`config.mk`:
```
export PLATFORM = sky130hd
export DESIGN_NAME = alu_sequencer_flat
export DESIGN_NICKNAME = d
export VERILOG_FILES = /design/src/rtl/alu_pkg.sv /design/src/rtl/alu_sequencer_if.sv /design/src/rtl/alu_sequencer_arb.sv /design/src/rtl/alu_sequencer.sv /design/src/flat_wrapper.sv
export SDC_FILE = /design/constraint.sdc
export NUM_CORES = 1
export LEC_CHECK = 0
export BUFFER_PORTS_ARGS = -buffer_cell sky130_fd_sc_hd__buf_2
export CORE_MARGIN = 4
export CORE_UTILIZATION = 52
export CTS_BUF_LIST = sky130_fd_sc_hd__clkbuf_8
export DETAILED_ROUTE_END_ITERATION = 6
export GPL_ROUTABILITY_DRIVEN = 1
export PLACE_DENSITY = 0.95
export SETUP_SLACK_MARGIN = 0.15
export SLEW_MARGIN = 40
export SYNTH_ARGS = -nofsm -noshare
export SYNTH_HDL_FRONTEND = slang
export SYNTH_HIERARCHICAL = 1
export SYNTH_SLANG_ARGS = --single-unit
```
`constraint.sdc`:
```
create_clock -name clk -period 3.9 [get_ports clk]
set_input_delay 0.585 -clock clk [delete_from_list [all_inputs] [get_ports clk]]
set_output_delay 0.585 -clock clk [all_outputs]
set_load 0.01 [all_outputs]
```
`src/rtl/alu_pkg.sv`:
```
// Shared ALU control codes and sequencer state type for the execute-stage ALU sharing logic.
package alu_pkg;

    localparam logic [2:0] ALU_ADD  = 3'b000;
    localparam logic [2:0] ALU_SUB  = 3'b001;
    localparam logic [2:0] ALU_MOVE = 3'b010;
    localparam logic [2:0] ALU_SWAP = 3'b011;
    localparam logic [2:0] ALU_AND  = 3'b100;
    localparam logic [2:0] ALU_OR   = 3'b101;

    typedef enum logic [1:0] {
        IDLE,
        EXEC,
        SWAP2
    } seq_state_t;

    // Only arithmetic ops report overflow to the exception logic.
    function automatic logic ovf_tracked(input logic [2:0] ctrl);
        return (ctrl == ALU_ADD) || (ctrl == ALU_SUB);
    endfunction

endpackage

```
`src/rtl/alu_sequencer_if.sv`:
```
// Bundle of requester, ALU and write-back signals around the shared ALU sequencer.
interface alu_sequencer_if #(
    parameter int REG_W = 4
);

    logic             Req0Valid;
    logic             Req0Ready;
    logic [2:0]       Req0Ctrl;
    logic [15:0]      Req0A;
    logic [15:0]      Req0B;
    logic [REG_W-1:0] Req0Dest;
    logic [REG_W-1:0] Req0Dest2;

    logic             Req1Valid;
    logic             Req1Ready;
    logic [2:0]       Req1Ctrl;
    logic [15:0]      Req1A;
    logic [15:0]      Req1B;
    logic [REG_W-1:0] Req1Dest;
    logic [REG_W-1:0] Req1Dest2;

    logic [15:0]      AluOp1;
    logic [15:0]      AluOp2;
    logic [2:0]       AluControl;
    logic [31:0]      AluResult;
    logic             AluOverflow;

    logic             RspValid;
    logic             RspId;
    logic [REG_W-1:0] RspReg;
    logic [15:0]      RspData;
    logic             RspOvf;
    logic             OvfStatus;
    logic             OvfClear;

    modport slave (
        input  Req0Valid, Req0Ctrl, Req0A, Req0B, Req0Dest, Req0Dest2,
        output Req0Ready,
        input  Req1Valid, Req1Ctrl, Req1A, Req1B, Req1Dest, Req1Dest2,
        output Req1Ready,
        output AluOp1, AluOp2, AluControl,
        input  AluResult, AluOverflow,
        output RspValid, RspId, RspReg, RspData, RspOvf, OvfStatus,
        input  OvfClear
    );

    modport master (
        output Req0Valid, Req0Ctrl, Req0A, Req0B, Req0Dest, Req0Dest2,
        input  Req0Ready,
        output Req1Valid, Req1Ctrl, Req1A, Req1B, Req1Dest, Req1Dest2,
        input  Req1Ready,
        input  AluOp1, AluOp2, AluControl,
        output AluResult, AluOverflow,
        input  RspValid, RspId, RspReg, RspData, RspOvf, OvfStatus,
        output OvfClear
    );

endinterface

```
`src/rtl/alu_sequencer_arb.sv`:
```
// Two-way round-robin arbiter; the last-grant history lives in the caller.
module rr_arbiter2 (
    input  logic [1:0] req,
    input  logic       last,
    input  logic       enable,
    output logic [1:0] grant
);

    always_comb begin
        grant = '0;
        if (enable) begin
            case (req)
                2'b01:   grant = 2'b01;
                2'b10:   grant = 2'b10;
                2'b11:   grant = last ? 2'b01 : 2'b10;
                default: grant = '0;
            endcase
        end
    end

endmodule

```
`src/rtl/alu_sequencer.sv`:
```
// Shares one 16-bit ALU between the EX stage and the aux unit; SWAP writes back in two beats.
module alu_sequencer
    import alu_pkg::*;
#(
    parameter int REG_W = 4
) (
    input logic             clk,
    input logic             rst,
    alu_sequencer_if.slave  bus
);

    seq_state_t       state;
    seq_state_t       state_nxt;
    logic             last_grant;
    logic [1:0]       grant;
    logic             accept;
    logic             beat_ovf;

    logic             sel;
    logic [2:0]       sel_ctrl;
    logic [15:0]      sel_a;
    logic [15:0]      sel_b;
    logic [REG_W-1:0] sel_dest;
    logic [REG_W-1:0] sel_dest2;

    logic [2:0]       ctrl_q;
    logic             id_q;
    logic [REG_W-1:0] dest_q;
    logic [REG_W-1:0] dest2_q;
    logic [15:0]      upper_q;

    rr_arbiter2 u_arb (
        .req    ({bus.Req1Valid, bus.Req0Valid}),
        .last   (last_grant),
        .enable (state == IDLE),
        .grant  (grant)
    );

    always_ff @(posedge clk) begin
        if (rst) begin
            state <= IDLE;
        end else begin
            state <= state_nxt;
        end
    end

    always_comb begin
        state_nxt = state;
        case (state)
            IDLE:    if (accept) state_nxt = EXEC;
            EXEC:    state_nxt = (ctrl_q == ALU_SWAP) ? SWAP2 : IDLE;
            SWAP2:   state_nxt = IDLE;
            default: state_nxt = IDLE;
        endcase
    end

    // The arbiter is only enabled in IDLE, so a grant already implies Ready.
    always_comb begin
        bus.Req0Ready = grant[0];
        bus.Req1Ready = grant[1];
        accept        = |grant;
        sel           = grant[1];
        sel_ctrl      = sel ? bus.Req1Ctrl  : bus.Req0Ctrl;
        sel_a         = sel ? bus.Req1A     : bus.Req0A;
        sel_b         = sel ? bus.Req1B     : bus.Req0B;
        sel_dest      = sel ? bus.Req1Dest  : bus.Req0Dest;
        sel_dest2     = sel ? bus.Req1Dest2 : bus.Req0Dest2;
        beat_ovf      = (state == EXEC) && ovf_tracked(ctrl_q) && bus.AluOverflow;
    end

    always_ff @(posedge clk) begin
        if (rst) begin
            last_grant     <= 1'b1;
            ctrl_q         <= '0;
            id_q           <= 1'b0;
            dest_q         <= '0;
            dest2_q        <= '0;
            upper_q        <= '0;
            bus.AluOp1     <= '0;
            bus.AluOp2     <= '0;
            bus.AluControl <= '0;
            bus.RspValid   <= 1'b0;
            bus.RspId      <= 1'b0;
            bus.RspReg     <= '0;
            bus.RspData    <= '0;
            bus.RspOvf     <= 1'b0;
        end else begin
            bus.RspValid <= 1'b0;
            if (accept) begin
                ctrl_q         <= sel_ctrl;
                id_q           <= sel;
                dest_q         <= sel_dest;
                dest2_q        <= sel_dest2;
                last_grant     <= sel;
                bus.AluOp1     <= sel_a;
                bus.AluOp2     <= sel_b;
                bus.AluControl <= sel_ctrl;
            end
            case (state)
                EXEC: begin
                    bus.RspValid <= 1'b1;
                    bus.RspId    <= id_q;
                    bus.RspReg   <= dest_q;
                    bus.RspData  <= bus.AluResult[15:0];
                    bus.RspOvf   <= beat_ovf;
                    upper_q      <= bus.AluResult[31:16];
                end
                SWAP2: begin
                    bus.RspValid <= 1'b1;
                    bus.RspId    <= id_q;
                    bus.RspReg   <= dest2_q;
                    bus.RspData  <= upper_q;
                    bus.RspOvf   <= 1'b0;
                end
                default: ;
            endcase
        end
    end

    // A new overflow beat takes priority over a coincident clear request.
    always_ff @(posedge clk) begin
        if (rst) begin
            bus.OvfStatus <= 1'b0;
        end else if (beat_ovf) begin
            bus.OvfStatus <= 1'b1;
        end else if (bus.OvfClear) begin
            bus.OvfStatus <= 1'b0;
        end
    end

endmodule

```
`src/flat_wrapper.sv`:
```
// flat-port wrapper written by rule: the top's interface ports become plain ports
module alu_sequencer_flat import alu_pkg::*;
#(
    parameter int REG_W = 4
)
  (clk, rst, bus_Req0Valid, bus_Req0Ctrl, bus_Req0A, bus_Req0B, bus_Req0Dest, bus_Req0Dest2, bus_Req0Ready, bus_Req1Valid, bus_Req1Ctrl, bus_Req1A, bus_Req1B, bus_Req1Dest, bus_Req1Dest2, bus_Req1Ready, bus_AluOp1, bus_AluOp2, bus_AluControl, bus_AluResult, bus_AluOverflow, bus_RspValid, bus_RspId, bus_RspReg, bus_RspData, bus_RspOvf, bus_OvfStatus, bus_OvfClear);
  alu_sequencer_if #(.REG_W(REG_W)) bus_i ();
  input logic clk;
  input logic rst;
  input wire logic [$bits(bus_i.Req0Valid)-1:0] bus_Req0Valid;
  input wire logic [$bits(bus_i.Req0Ctrl)-1:0] bus_Req0Ctrl;
  input wire logic [$bits(bus_i.Req0A)-1:0] bus_Req0A;
  input wire logic [$bits(bus_i.Req0B)-1:0] bus_Req0B;
  input wire logic [$bits(bus_i.Req0Dest)-1:0] bus_Req0Dest;
  input wire logic [$bits(bus_i.Req0Dest2)-1:0] bus_Req0Dest2;
  output wire logic [$bits(bus_i.Req0Ready)-1:0] bus_Req0Ready;
  input wire logic [$bits(bus_i.Req1Valid)-1:0] bus_Req1Valid;
  input wire logic [$bits(bus_i.Req1Ctrl)-1:0] bus_Req1Ctrl;
  input wire logic [$bits(bus_i.Req1A)-1:0] bus_Req1A;
  input wire logic [$bits(bus_i.Req1B)-1:0] bus_Req1B;
  input wire logic [$bits(bus_i.Req1Dest)-1:0] bus_Req1Dest;
  input wire logic [$bits(bus_i.Req1Dest2)-1:0] bus_Req1Dest2;
  output wire logic [$bits(bus_i.Req1Ready)-1:0] bus_Req1Ready;
  output wire logic [$bits(bus_i.AluOp1)-1:0] bus_AluOp1;
  output wire logic [$bits(bus_i.AluOp2)-1:0] bus_AluOp2;
  output wire logic [$bits(bus_i.AluControl)-1:0] bus_AluControl;
  input wire logic [$bits(bus_i.AluResult)-1:0] bus_AluResult;
  input wire logic [$bits(bus_i.AluOverflow)-1:0] bus_AluOverflow;
  output wire logic [$bits(bus_i.RspValid)-1:0] bus_RspValid;
  output wire logic [$bits(bus_i.RspId)-1:0] bus_RspId;
  output wire logic [$bits(bus_i.RspReg)-1:0] bus_RspReg;
  output wire logic [$bits(bus_i.RspData)-1:0] bus_RspData;
  output wire logic [$bits(bus_i.RspOvf)-1:0] bus_RspOvf;
  output wire logic [$bits(bus_i.OvfStatus)-1:0] bus_OvfStatus;
  input wire logic [$bits(bus_i.OvfClear)-1:0] bus_OvfClear;
  assign bus_i.Req0Valid = bus_Req0Valid;
  assign bus_i.Req0Ctrl = bus_Req0Ctrl;
  assign bus_i.Req0A = bus_Req0A;
  assign bus_i.Req0B = bus_Req0B;
  assign bus_i.Req0Dest = bus_Req0Dest;
  assign bus_i.Req0Dest2 = bus_Req0Dest2;
  assign bus_Req0Ready = bus_i.Req0Ready;
  assign bus_i.Req1Valid = bus_Req1Valid;
  assign bus_i.Req1Ctrl = bus_Req1Ctrl;
  assign bus_i.Req1A = bus_Req1A;
  assign bus_i.Req1B = bus_Req1B;
  assign bus_i.Req1Dest = bus_Req1Dest;
  assign bus_i.Req1Dest2 = bus_Req1Dest2;
  assign bus_Req1Ready = bus_i.Req1Ready;
  assign bus_AluOp1 = bus_i.AluOp1;
  assign bus_AluOp2 = bus_i.AluOp2;
  assign bus_AluControl = bus_i.AluControl;
  assign bus_i.AluResult = bus_AluResult;
  assign bus_i.AluOverflow = bus_AluOverflow;
  assign bus_RspValid = bus_i.RspValid;
  assign bus_RspId = bus_i.RspId;
  assign bus_RspReg = bus_i.RspReg;
  assign bus_RspData = bus_i.RspData;
  assign bus_RspOvf = bus_i.RspOvf;
  assign bus_OvfStatus = bus_i.OvfStatus;
  assign bus_i.OvfClear = bus_OvfClear;
  alu_sequencer #(.REG_W(REG_W)) u_core (.clk(clk), .rst(rst), .bus(bus_i));
endmodule
```
== Word level (Yosys, flattened, before mapping) ==
Index checks and enable logic that the tools add are counted.
Widths: inputs -> output; s select.

* Bits in registers: 87
* Bits of input ports: 124
* Output and inout port bits: 61
* Logic and storage cells: 49

* Reductions and logical operators: 9
* Muxes and demuxes: 17
* Eq/ne operators: 8

{| class="wikitable"
|+ Operator list
! cell !! number
|-
| $mux 16 || 2
|-
| $pmux 16 s2 || 1
|-
| $mux 2 || 4
|-
| $mux 4 || 2
|-
| $pmux 4 s2 || 1
|-
| $eq 2x2->1 const B || 3
|-
| $pmux 2 s3 || 1
|-
| $eq 2x1->1 const B || 2
|-
| $pmux 2 s2 || 1
|-
| $reduce_bool 2->1 || 2
|-
| $reduce_or 2->1 || 2
|-
| $eq 3x1->1 const B || 1
|-
| $eq 3x2->1 const B || 1
|-
| $logic_not 3->1 || 1
|-
| $mux 1 || 3
|-
| $mux 3 || 1
|-
| $logic_and 1x1->1 || 2
|-
| $logic_not 2->1 || 1
|-
| $ne 2x1->1 const B || 1
|-
| $pmux 1 s2 || 1
|-
| $logic_or 1x1->1 || 1
|}

== Logic depth before layout (Yosys ltp) ==
Gate-level depths: netlist of the first run.

* Word-level depth: 6
* Gate-level depth with buffers: 9
* Gate-level depth less buffers: 7

== By module ==
The synthesis of the first run kept the hierarchy.

{| class="wikitable"
|+ By module, submodules not included
! module !! seq. area each (sq um) !! area each (sq um) !! times used !! cells each
|-
| alu_sequencer || 1741.7 || 4010.1 || 1 || 363
|-
| rr_arbiter2 || 0.0 || 21.3 || 1 || 5
|}

== Worst setup path before layout of the first run ==
OpenSTA, ideal clock, no wires.

* Kind: input to register
* Start: input port bus_Req0Valid
* End: register u_core.bus.AluOp2[1]
* Cell stages on the path: 7
* Path buffers: 2
* Setup slack: 2055 ps
* Required time: 3772 ps
* Library setup time: 128 ps
* Data arrival time: 1717 ps
* Path through: nand2_1 > a21oi_1 > buf_6 > buf_8 > mux2_4 > mux2i_1 > nor2_1

* Longest elaborated chain between the ends: 4
* Elaborated cells on any way between the ends: 7
* Those cells by class: eq/ne: 3; mux: 3; reduce/logical: 1

{| class="wikitable"
|+ RTL lines
! element !! RTL line !! text
|-
| start, declared || flat_wrapper.sv:10 || <nowiki>input wire logic [$bits(bus_i.Req0Valid)-1:0] bus_Req0Valid;</nowiki>
|-
| $eq 2x2->1 or $eq 2x1->1 (tied branches) || alu_sequencer_arb.sv:12 || <nowiki>case (req)</nowiki>
|-
| $pmux 2 s3 (*) || alu_sequencer_arb.sv:12 ||
|-
| $mux 2 (*) || alu_sequencer_arb.sv:11 || <nowiki>if (enable) begin</nowiki>
|-
| net bus_Req0Ready || flat_wrapper.sv:16 || <nowiki>output wire logic [$bits(bus_i.Req0Ready)-1:0] bus_Req0Ready;</nowiki>
|-
| $reduce_or 2->1 (*) || alu_sequencer.sv:61 || <nowiki>accept = |grant;</nowiki>
|-
| end signal, assigned || alu_sequencer.sv:96 || <nowiki>bus.AluOp2 <= sel_b;</nowiki>
|-
| end, declared || alu_sequencer_if.sv:41 || <nowiki>output AluOp1, AluOp2, AluControl,</nowiki>
|}

The timed path passes the listed nets; every way through them passes the cells marked *.
A chain may end at the register's enable or synchronous reset.

== Final worst setup path of the first run ==
* Start: register u_core.state[1]
* End: output port bus_Req1Ready

* Longest elaborated chain between the ends: 2

{| class="wikitable"
|+ RTL lines
! element !! RTL line !! text
|-
| start, declared || alu_sequencer.sv:12 || <nowiki>seq_state_t state;</nowiki>
|-
| start signal, assigned || alu_sequencer.sv:43 || <nowiki>state <= state_nxt;</nowiki>
|-
| $logic_not 2->1 || alu_sequencer.sv:35 || <nowiki>.enable (state == IDLE),</nowiki>
|-
| $mux 2 || alu_sequencer_arb.sv:11 ||
|-
| end, declared || flat_wrapper.sv:23 || <nowiki>output wire logic [$bits(bus_i.Req1Ready)-1:0] bus_Req1Ready;</nowiki>
|}

No other way between the ends.

==> results of run 1 <==
power by group through the flow:
stage	combinational, mW	clock (mW)	sequential (mW)
2_1_floorplan	0.394	0	1.09
3_3_place_gp	0.577	0	1.06
3_5_place_dp	0.602	0	1.06
4_1_cts	0.604	0.673	1.04
5_1_grt	0.654	0.721	1.05
6_report	0.600	0.661	1.04
critical path, stage by stage, from the launching register on:
cell and delay, ps:
dfxtp_1 330, inv_1 80, ha_1 230, nand2_1 120
a21oi_4 130, buf_4 370, buf_2 210
final timing paths:
path / startpoint / endpoint / slack, ps / cells past startpoint
setup / recovery: u_core/state[1]$_SDFFE_PP0P_ / bus_Req1Ready / 1490 / 6
hold / removal: bus_Req1A[14] / u_core/bus.AluOp1[14]$_SDFFE_PP0P_ / 460 / 3
setup reg to reg: u_core/state[1]$_SDFFE_PP0P_ / u_core/bus.AluOp1[13]$_SDFFE_PP0P_ / 1860 / 8
hold reg to reg: u_core/bus.RspOvf$_SDFFE_PP0P_ / u_core/bus.RspOvf$_SDFFE_PP0P_ / 490 / 2
cell usage after synthesis (all sizes together):
cell	count	area, um2
a211oi	20	150
nor2b	1	6.26
nor2	83	312
inv	5	18.8
mux2	43	623
buf	21	194
a21oi	5	25.0
dfxtp	87	1740
nor3b	2	20.0
and4bb	1	12.5
mux2i	81	811
and4b	1	10.0
nand3b	1	7.51
nand2b	1	6.26
a211o	1	8.76
ha	3	37.5
nor3	1	5.00
nand2	2	7.51
clkbuf	9	35.0
cell families (layout without fill, tap and decap cells):
logic type,count (synthesis),in the layout,share of synthesized area (%)
multiplexers,124,124,35.6
AND/OR/NAND/NOR,93,93,9.59
flip-flops,87,87,43.2
buffers and inverters,35,212,6.15
AO/OA/AOI/OAI,26,26,4.56
adder cells (fa/ha/maj),3,3,0.931
metal layers:
| layer | share of wire, % | track usage (%) | vias up |
|---|---|---|---|
| li1 | - | - | 1604 |
| met3 | 7.4 | 6.02 | 26 |
| met1 | 38 | 23.6 | 1566 |
| met2 | 51 | 38.4 | 134 |
| met4 | 2.8 | 9.00 | 0 |
| met5 | 0 | 0 | - |
per-stage QoR:
stage	total power, mW	area, um2	cells
final	2.30	5140	644
after global routing	2.43	5140	644
after detailed placement	1.66	4920	628
after CTS	2.32	5140	644
after floorplan	1.48	4030	368
after global placement	1.63	4920	628
flip-flops by register name (all words and copies together) (netlist names), 2 cells and up:
name and flops:
u_core/bus.RspData 16, u_core/bus.AluOp2 16, u_core/bus.AluOp1 16, u_core/state 2, u_core/upper_q 16, u_core/ctrl_q 3, u_core/dest2_q 4, u_core/dest_q 4
u_core/bus.RspReg 4
final cells by class:
class | count | area share (%)
Timing Repair Buffer | 191 | 18.9
Clock inverter | 7 | 1.78
Tap cell | 99 | 2.41
Inverter | 5 | 0.365
Multi-Input combinational cell | 246 | 40.2
Clock buffer | 9 | 2.41
Sequential cell | 87 | 33.9
==> flow_summary.ini, run 1 <==
[floorplanning]
die_w_um = 96.1
start_util_pct = 54.4
num_io_pins = 185
dieHeight_um = 96.1
rows = 31
die-area_mm2 = 0.00923
core_mm2 = 0.00741

[clocking]
root_buffer = clkbuf_8
postCtsSetupBuffers = 0
clock_path_buffers = 2
cts.sinks = 87
clkLatencyLatePin_ps = 350
clk_pin_slew_worst_paths_ps = 90
cts_buffers = 9
ctsHoldBuffers = 0
htreeDepth = 3
cts_resized = 0
cts_tree = built

[sta]
rsz0062_at_grt = no
hold_viol = 0
setup_viol = 0
max_freq_mhz = 416
setup_ws_ps = 1490
clock_skew_ps = 15.6
min_period_ps = 2410
final.period_utilization_pct = 61.7
slew_headroom_pct = 49.1
tns_ps = 0
slew_violations = 0
tightest_slew_ps = 764
whs_ps = 463

[worst_setup_path]
crit_path_start_kind = register
crit_type = register to output port
crit_required_ps = 3310
crit_arrival_ps = 1820
crit_fanout = 24
endpoint_kind = output port

[grt]
grt_pass1_vias = 3459
grt_max_degree = 45
antenna_found_initial = 0
grt_pass1_wl_um = 15500
gr-total-overflow = 0
track_usage_pct = 21.5

[pwr]
power_frac_comb_pct = 26.1
p_leak_nw = 2.44
swShare_pct = 30.0
p_clk_share_pct = 28.7
p_int_mw = 1.61
sequentialPowerShare_pct = 45.2
cellPowerDensity_mw_per_mm2 = 448
p_sw_mw = 0.690
vdd_ir_drop_max_mv = 0.293

[place]
hpwl_um = 7550
numPortBuffers = 184
gp_congestion = 0.786
preCtsSetupSlack_ps = 1810

[finish]
final_nets = 667
layout_common_cells = buf_2 (184), dfxtp_1 (87), nor2_1 (83)
diodes = 0
final_common_cell = buf_2
multiInputGateArea_mm2 = 0.00207
synthToLayoutAreaGrowth_pct = 27.5
nFillCells = 570
fin_util_pct = 69.4
drive_gt1_share_pct = 46.8
area.sequential_mm2 = 0.00174

[route]
dr.pass1.iters = 5
drt_iter0_markers = 76
drt-vias-per-instance = 5.17
routed_wl_um = 10100
routedWlPerCell_um = 15.6
ant_nets = 0
vias = 3330
post-route-drc-count = 0

[outcome]
status = completed

[logic_synthesis]
yosysSeqAreaShare_pct = 43.2
syn_nets = 495
netlist_area_mm2 = 0.00403
avgSynthCellArea_um2 = 11.0
ys_types = 26
yosys_warnings = 6
synthCells = 368
yosys_register_bits = 87

[min_path]
hold_path.class = input port to register

[job]
cap_violations = 0
No activity file was read; power rests on OpenSTA's default activity.
==> inputs of run 2 (changes only) <==
--- a/config.mk
+++ b/config.mk
@@ -7,11 +7,11 @@
 export LEC_CHECK = 0
 export BUFFER_PORTS_ARGS = -buffer_cell sky130_fd_sc_hd__buf_2
 export CORE_MARGIN = 4
-export CORE_UTILIZATION = 52
+export CORE_UTILIZATION = 49
 export CTS_BUF_LIST = sky130_fd_sc_hd__clkbuf_8
 export DETAILED_ROUTE_END_ITERATION = 6
 export GPL_ROUTABILITY_DRIVEN = 1
-export PLACE_DENSITY = 0.95
+export PLACE_DENSITY = 0.9
 export SETUP_SLACK_MARGIN = 0.15
 export SLEW_MARGIN = 40
 export SYNTH_ARGS = -nofsm -noshare
==> constraint.sdc (replaced) <==
create_clock -name clk -period 2.5 [get_ports clk]
set_input_delay 0.375 -clock clk [delete_from_list [all_inputs] [get_ports clk]]
set_output_delay 0.375 -clock clk [all_outputs]
set_load 0.01 [all_outputs]
==> run 2 against run 1 <==
Combinational power rose by 58%. Design area rose by 1.5%. Clock skew fell by 1.1 ps. Clock power rose by 54%. Via count fell by 1.3%. Hold slack got worse by 200 ps. Sequential power rose by 57%. Cell count rose by 0.93%. Die area rose by 5.6%. Worst setup slack got worse by 1200 ps. Largest power group unchanged.
==> flow_summary.ini, run 2 (same netlist as run 1, synthesis figures left out) <==
[outcome]
status = completed

[clocking]
clk_pin_slew_worst_paths_ps = 90
htreeDepth = 3
root_buffer = clkbuf_8
cts_resized = 0
clock_path_buffers = 2
ctsHoldBuffers = 0
cts_buffers = 9
cts.sinks = 87
postCtsSetupBuffers = 0
clkLatencyLatePin_ps = 350
cts_tree = built

[place]
numPortBuffers = 184
hpwl_um = 7550
gp_congestion = 0.818
dp.cells = 633

[sta]
slew_headroom_pct = 67.5
rsz0062_at_grt = no
hold_viol = 0
tns_ps = 0
final.period_utilization_pct = 88.6
setup_viol = 0
clock_skew_ps = 14.5
tightest_slew_ps = 487
min_period_ps = 2220
slew_violations = 0
max_freq_mhz = 451

[grt]
grt_max_degree = 45
antenna_found_initial = 0
grt_pass1_vias = 3470
gr-total-overflow = 0
track_usage_pct = 19.9
grt_pass1_wl_um = 15900

[route]
routed_wl_um = 9980
post-route-drc-count = 0
dr.pass1.iters = 4
drt-vias-per-instance = 5.06
ant_nets = 0
vias = 3287
drt_iter0_markers = 75
routedWlPerCell_um = 15.4

[floorplanning]
start_util_pct = 51.4
core_mm2 = 0.00785
dieHeight_um = 98.7
rows = 32
die_w_um = 98.7
num_io_pins = 185
die-area_mm2 = 0.00974

[worst_setup_path]
timing.reg2reg.setup_slack_ps = 520
reg2reg_from = u_core/state[1]$_SDFFE_PP0P_
crit_type = register to output port
crit_arrival_ps = 1840
reg2reg_to = u_core/bus.AluOp2[9]$_SDFFE_PP0P_
crit_path_start_kind = register
r2r_cells = 8
crit_fanout = 29
crit_required_ps = 2120
endpoint_kind = output port

[job]
cap_violations = 0

[finish]
final_common_cell = buf_2
synthToLayoutAreaGrowth_pct = 29.4
drive_gt1_share_pct = 46.9
diodes = 0
layout_common_cells = buf_2 (184), dfxtp_1 (87), nor2_1 (83)
nFillCells = 621
final_nets = 670
finalNonFillerCells = 650

[pwr]
cellPowerDensity_mw_per_mm2 = 689
vdd_ir_drop_max_mv = 0.378
p_leak_nw = 2.48

[min_path]
whs_path_depth = 3
hold_path.class = input port to register
hold_path_end = u_core/upper_q[2]$_SDFFE_PP0N_
hold_path.startpoint = bus_AluResult[18]
run 2: critical path, stage by stage, from the launching register on:
cell and delay, ps:
dfxtp_1 340, inv_1 90, ha_1 200, nand2_1 100
a21oi_4 120, buf_4 420, buf_2 230
run 2: layout make-up:
cell class / instances / area (um2) / area share (%)
Sequential cell: 87 / 1740 / 33.4
Clock inverter: 6 / 73.8 / 1.41
Clock buffer: 10 / 138 / 2.64
Tap cell: 102 / 128 / 2.45
Inverter: 5 / 18.8 / 0.360
Multi-Input combinational cell: 246 / 2060 / 39.6
Timing Repair Buffer: 194 / 1050 / 20.2
run 2: where the power goes:
| part | internal, mW | switching, mW | total (mW) | leakage [nW] |
|---|---|---|---|---|
| sequential | 1.54 | 0.0858 | 1.63 | 0.716 |
| combinational | 0.503 | 0.446 | 0.948 | 1.66 |
| clock | 0.504 | 0.518 | 1.02 | 0.108 |
| total | 2.55 | 1.05 | 3.60 | 2.48 |
run 2: metal layers:
metal / vias to the layer above / track usage (%) / part of all wire [%]
met2: 132 / 37.3 / 52
li1: 1623 / - / -
met5: - / 0 / 0
met3: 8 / 5.31 / 8.2
met1: 1524 / 21.6 / 39
met4: 0 / 6.20 / 0.81
run 2: worst max-delay path by stage:
stage,start,endpoint,slack [ps],cells after the start
5_1_grt,u_core/state[1]$_SDFFE_PP0P_,bus_Req0Ready,170,6
3_5_place_dp,u_core/state[0]$_SDFFE_PP0P_,u_core/bus.AluOp1[11]$_SDFFE_PP0P_,510,8
3_3_place_gp,u_core/state[0]$_SDFFE_PP0P_,u_core/bus.AluOp2[11]$_SDFFE_PP0P_,640,8
4_1_cts,u_core/state[0]$_SDFFE_PP0P_,bus_Req0Ready,260,6
6_report,u_core/state[1]$_SDFFE_PP0P_,bus_Req0Ready,280,6
2_1_floorplan,u_core/state[0]$_SDFFE_PP0P_,u_core/bus.AluOp2[1]$_SDFFE_PP0P_,670,9
run 2: stage by stage:
stage	cell area (um2)	hold WS, ps	total power [mW]	util [%]	setup WS (ps)
finish	5220	261	3.60	66.5	284
CTS	5190	241	3.63	66.1	255
detailed placement	4980	477	2.61	63.4	512
global route	5220	244	3.78	66.5	166
global placement	4980	470	2.56	63.4	641
floorplan	4030	456	2.31	-	674
==> inputs of run 3 (changes only) <==
--- a/config.mk
+++ b/config.mk
@@ -12,8 +12,9 @@
 export DETAILED_ROUTE_END_ITERATION = 6
 export GPL_ROUTABILITY_DRIVEN = 1
 export PLACE_DENSITY = 0.9
+export RECOVER_POWER = 50
 export SETUP_SLACK_MARGIN = 0.15
-export SLEW_MARGIN = 40
+export SLEW_MARGIN = 10
 export SYNTH_ARGS = -nofsm -noshare
 export SYNTH_HDL_FRONTEND = slang
 export SYNTH_HIERARCHICAL = 1
==> run 3 against run 2 <==
Routed wire length increased by 0.60%. Sequential power about the same. Critical path depth unchanged. Sequential cell count unchanged. Critical endpoint unchanged. Largest power group unchanged. Highest routed layer unchanged.
==> flow_summary.ini, run 3 (same netlist as run 1, synthesis figures left out) <==
[floorplanning]
rows = 32
core_mm2 = 0.00785
dieHeight_um = 98.7
start_util_pct = 51.4
num_io_pins = 185
die_w_um = 98.7
die-area_mm2 = 0.00974

[place]
gp_congestion = 0.818
hpwl_um = 7550
numPortBuffers = 184
place_area_mm2 = 0.00498

[grt]
track_usage_pct = 19.9
grtUsageMet2_pct = 37.3
grt_pass1_wl_um = 15900
globalRouteMet1Util_pct = 21.6
grt_max_degree = 45
busiest_layer = met2
antenna_found_initial = 0
grt_pass1_vias = 3470
gr-total-overflow = 0
use_met3_pct = 5.31

[route]
dr.pass1.iters = 4
drt-vias-per-instance = 5.05
post-route-drc-count = 0
ant_nets = 0
drt_iter0_markers = 62
routed_wl_um = 10000
vias = 3277
routedWlPerCell_um = 15.5

[worst_setup_path]
path_depth = 6
r2r_cells = 6
cp_top_family = buffers and inverters
crit_required_ps = 2120
timing.reg2reg.setup_slack_ps = 330
cp_num_buf_inv = 3
crit_slowest_cell = buf_4
endpoint_kind = output port
setup.worst_path.start = u_core/state[1]$_SDFFE_PP0P_
reg2reg_from = u_core/state[1]$_SDFFE_PP0P_
crit_type = register to output port
worstPathCellList = inv_1, ha_1, nand2_1, a21oi_4, buf_4, buf_2
critPathMaxStageDelay_ps = 430
cp-endpoint = bus_Req0Ready
crit_path_start_kind = register
crit_arrival_ps = 1870
reg2reg_to = u_core/bus.RspOvf$_SDFFE_PP0P_
crit_fanout = 29

[min_path]
hold_path.class = input port to register
hold_path.startpoint = bus_AluResult[18]

[finish]
drive_gt1_share_pct = 35.8
layout_common_cells = buf_2 (125), dfxtp_1 (87), nor2_1 (83)
final_common_cell = buf_2
synthToLayoutAreaGrowth_pct = 26.8
final_nets = 669
diodes = 0
stdcell_area_mm2 = 0.00511
nFillCells = 659

[pwr]
cellPowerDensity_mw_per_mm2 = 698
total_power_mw = 3.57
p_int_mw = 2.51
swShare_pct = 29.5
p_leak_nw = 2.24
sequentialPowerShare_pct = 45.7
vdd_ir_drop_max_mv = 0.409
p_sw_mw = 1.05
power_frac_comb_pct = 25.7
p_clk_share_pct = 28.6

[clocking]
cts_resized = 0
cts_buffers = 9
cts_tree = built
clock_path_buffers = 2
clkLatencyLatePin_ps = 350
root_buffer = clkbuf_8
clk_pin_slew_worst_paths_ps = 90
cts.sinks = 87
postCtsSetupBuffers = 0
htreeDepth = 3
ctsHoldBuffers = 0

[sta]
slew_headroom_pct = 16.8
clock_skew_ps = 16.5
rsz0062_at_grt = no
final.period_utilization_pct = 89.7
setup_viol = 0
tns_ps = 0
hold_viol = 0
slew_violations = 0
tightest_slew_ps = 1250
max_freq_mhz = 446
min_period_ps = 2240

[job]
cap_violations = 0

[outcome]
status = completed
==> run 3: through the flow <==
step	hold slack, ps	instances	util, %	worst slack (ps)
floorplan	456	368	-	674
global placement	470	633	63.4	641
finish	261	649	65.1	259
global route	245	649	65.1	166
detailed placement	477	633	63.4	512
CTS	241	649	66.1	255
==> run 3: final cells by class <==
cell class              instances  area, um2  area share [%]
clock buffers                  10        138            2.69
clock inverters                 6       73.8            1.44
inverters                       5       18.8           0.367
multi-input cells             246       2060            40.4
flip-flops and latches         87       1740            34.1
well taps                     102        128            2.50
repair buffers                193        948            18.6
==> run 3: power by group through the flow <==
stage | Clock, mW | Combinational [mW] | Sequential (mW)
floorplan | 0 | 0.615 | 1.69
global placement | 0 | 0.911 | 1.65
detailed placement | 0 | 0.949 | 1.66
CTS | 1.05 | 0.952 | 1.63
global route | 1.10 | 0.998 | 1.65
finish | 1.02 | 0.916 | 1.63
==> run 3: worst min path at each step <==
stage | to | slack (ps) | cells past startpoint
after floorplan | u_core/id_q$_SDFFE_PP0P_ | 460 | 2
after global placement | u_core/bus.RspId$_SDFFE_PP0P_ | 470 | 2
after detailed placement | u_core/bus.RspOvf$_SDFFE_PP0P_ | 480 | 2
after CTS | u_core/upper_q[13]$_SDFFE_PP0N_ | 240 | 3
after global routing | u_core/upper_q[13]$_SDFFE_PP0N_ | 250 | 3
final | u_core/upper_q[2]$_SDFFE_PP0N_ | 260 | 3
==> run 3: tightest hold or removal path, cell delays in order <==
cell     delay (ps)
buf_2            70
mux2i_1          50
nor2_1           70
==> run 3: routing by layer <==
layer  up-vias  wire length (um)
met5         -                 0
met4         0                80
met3         8               805
met2       127              5260
met1      1526              3890
li1       1616                 -
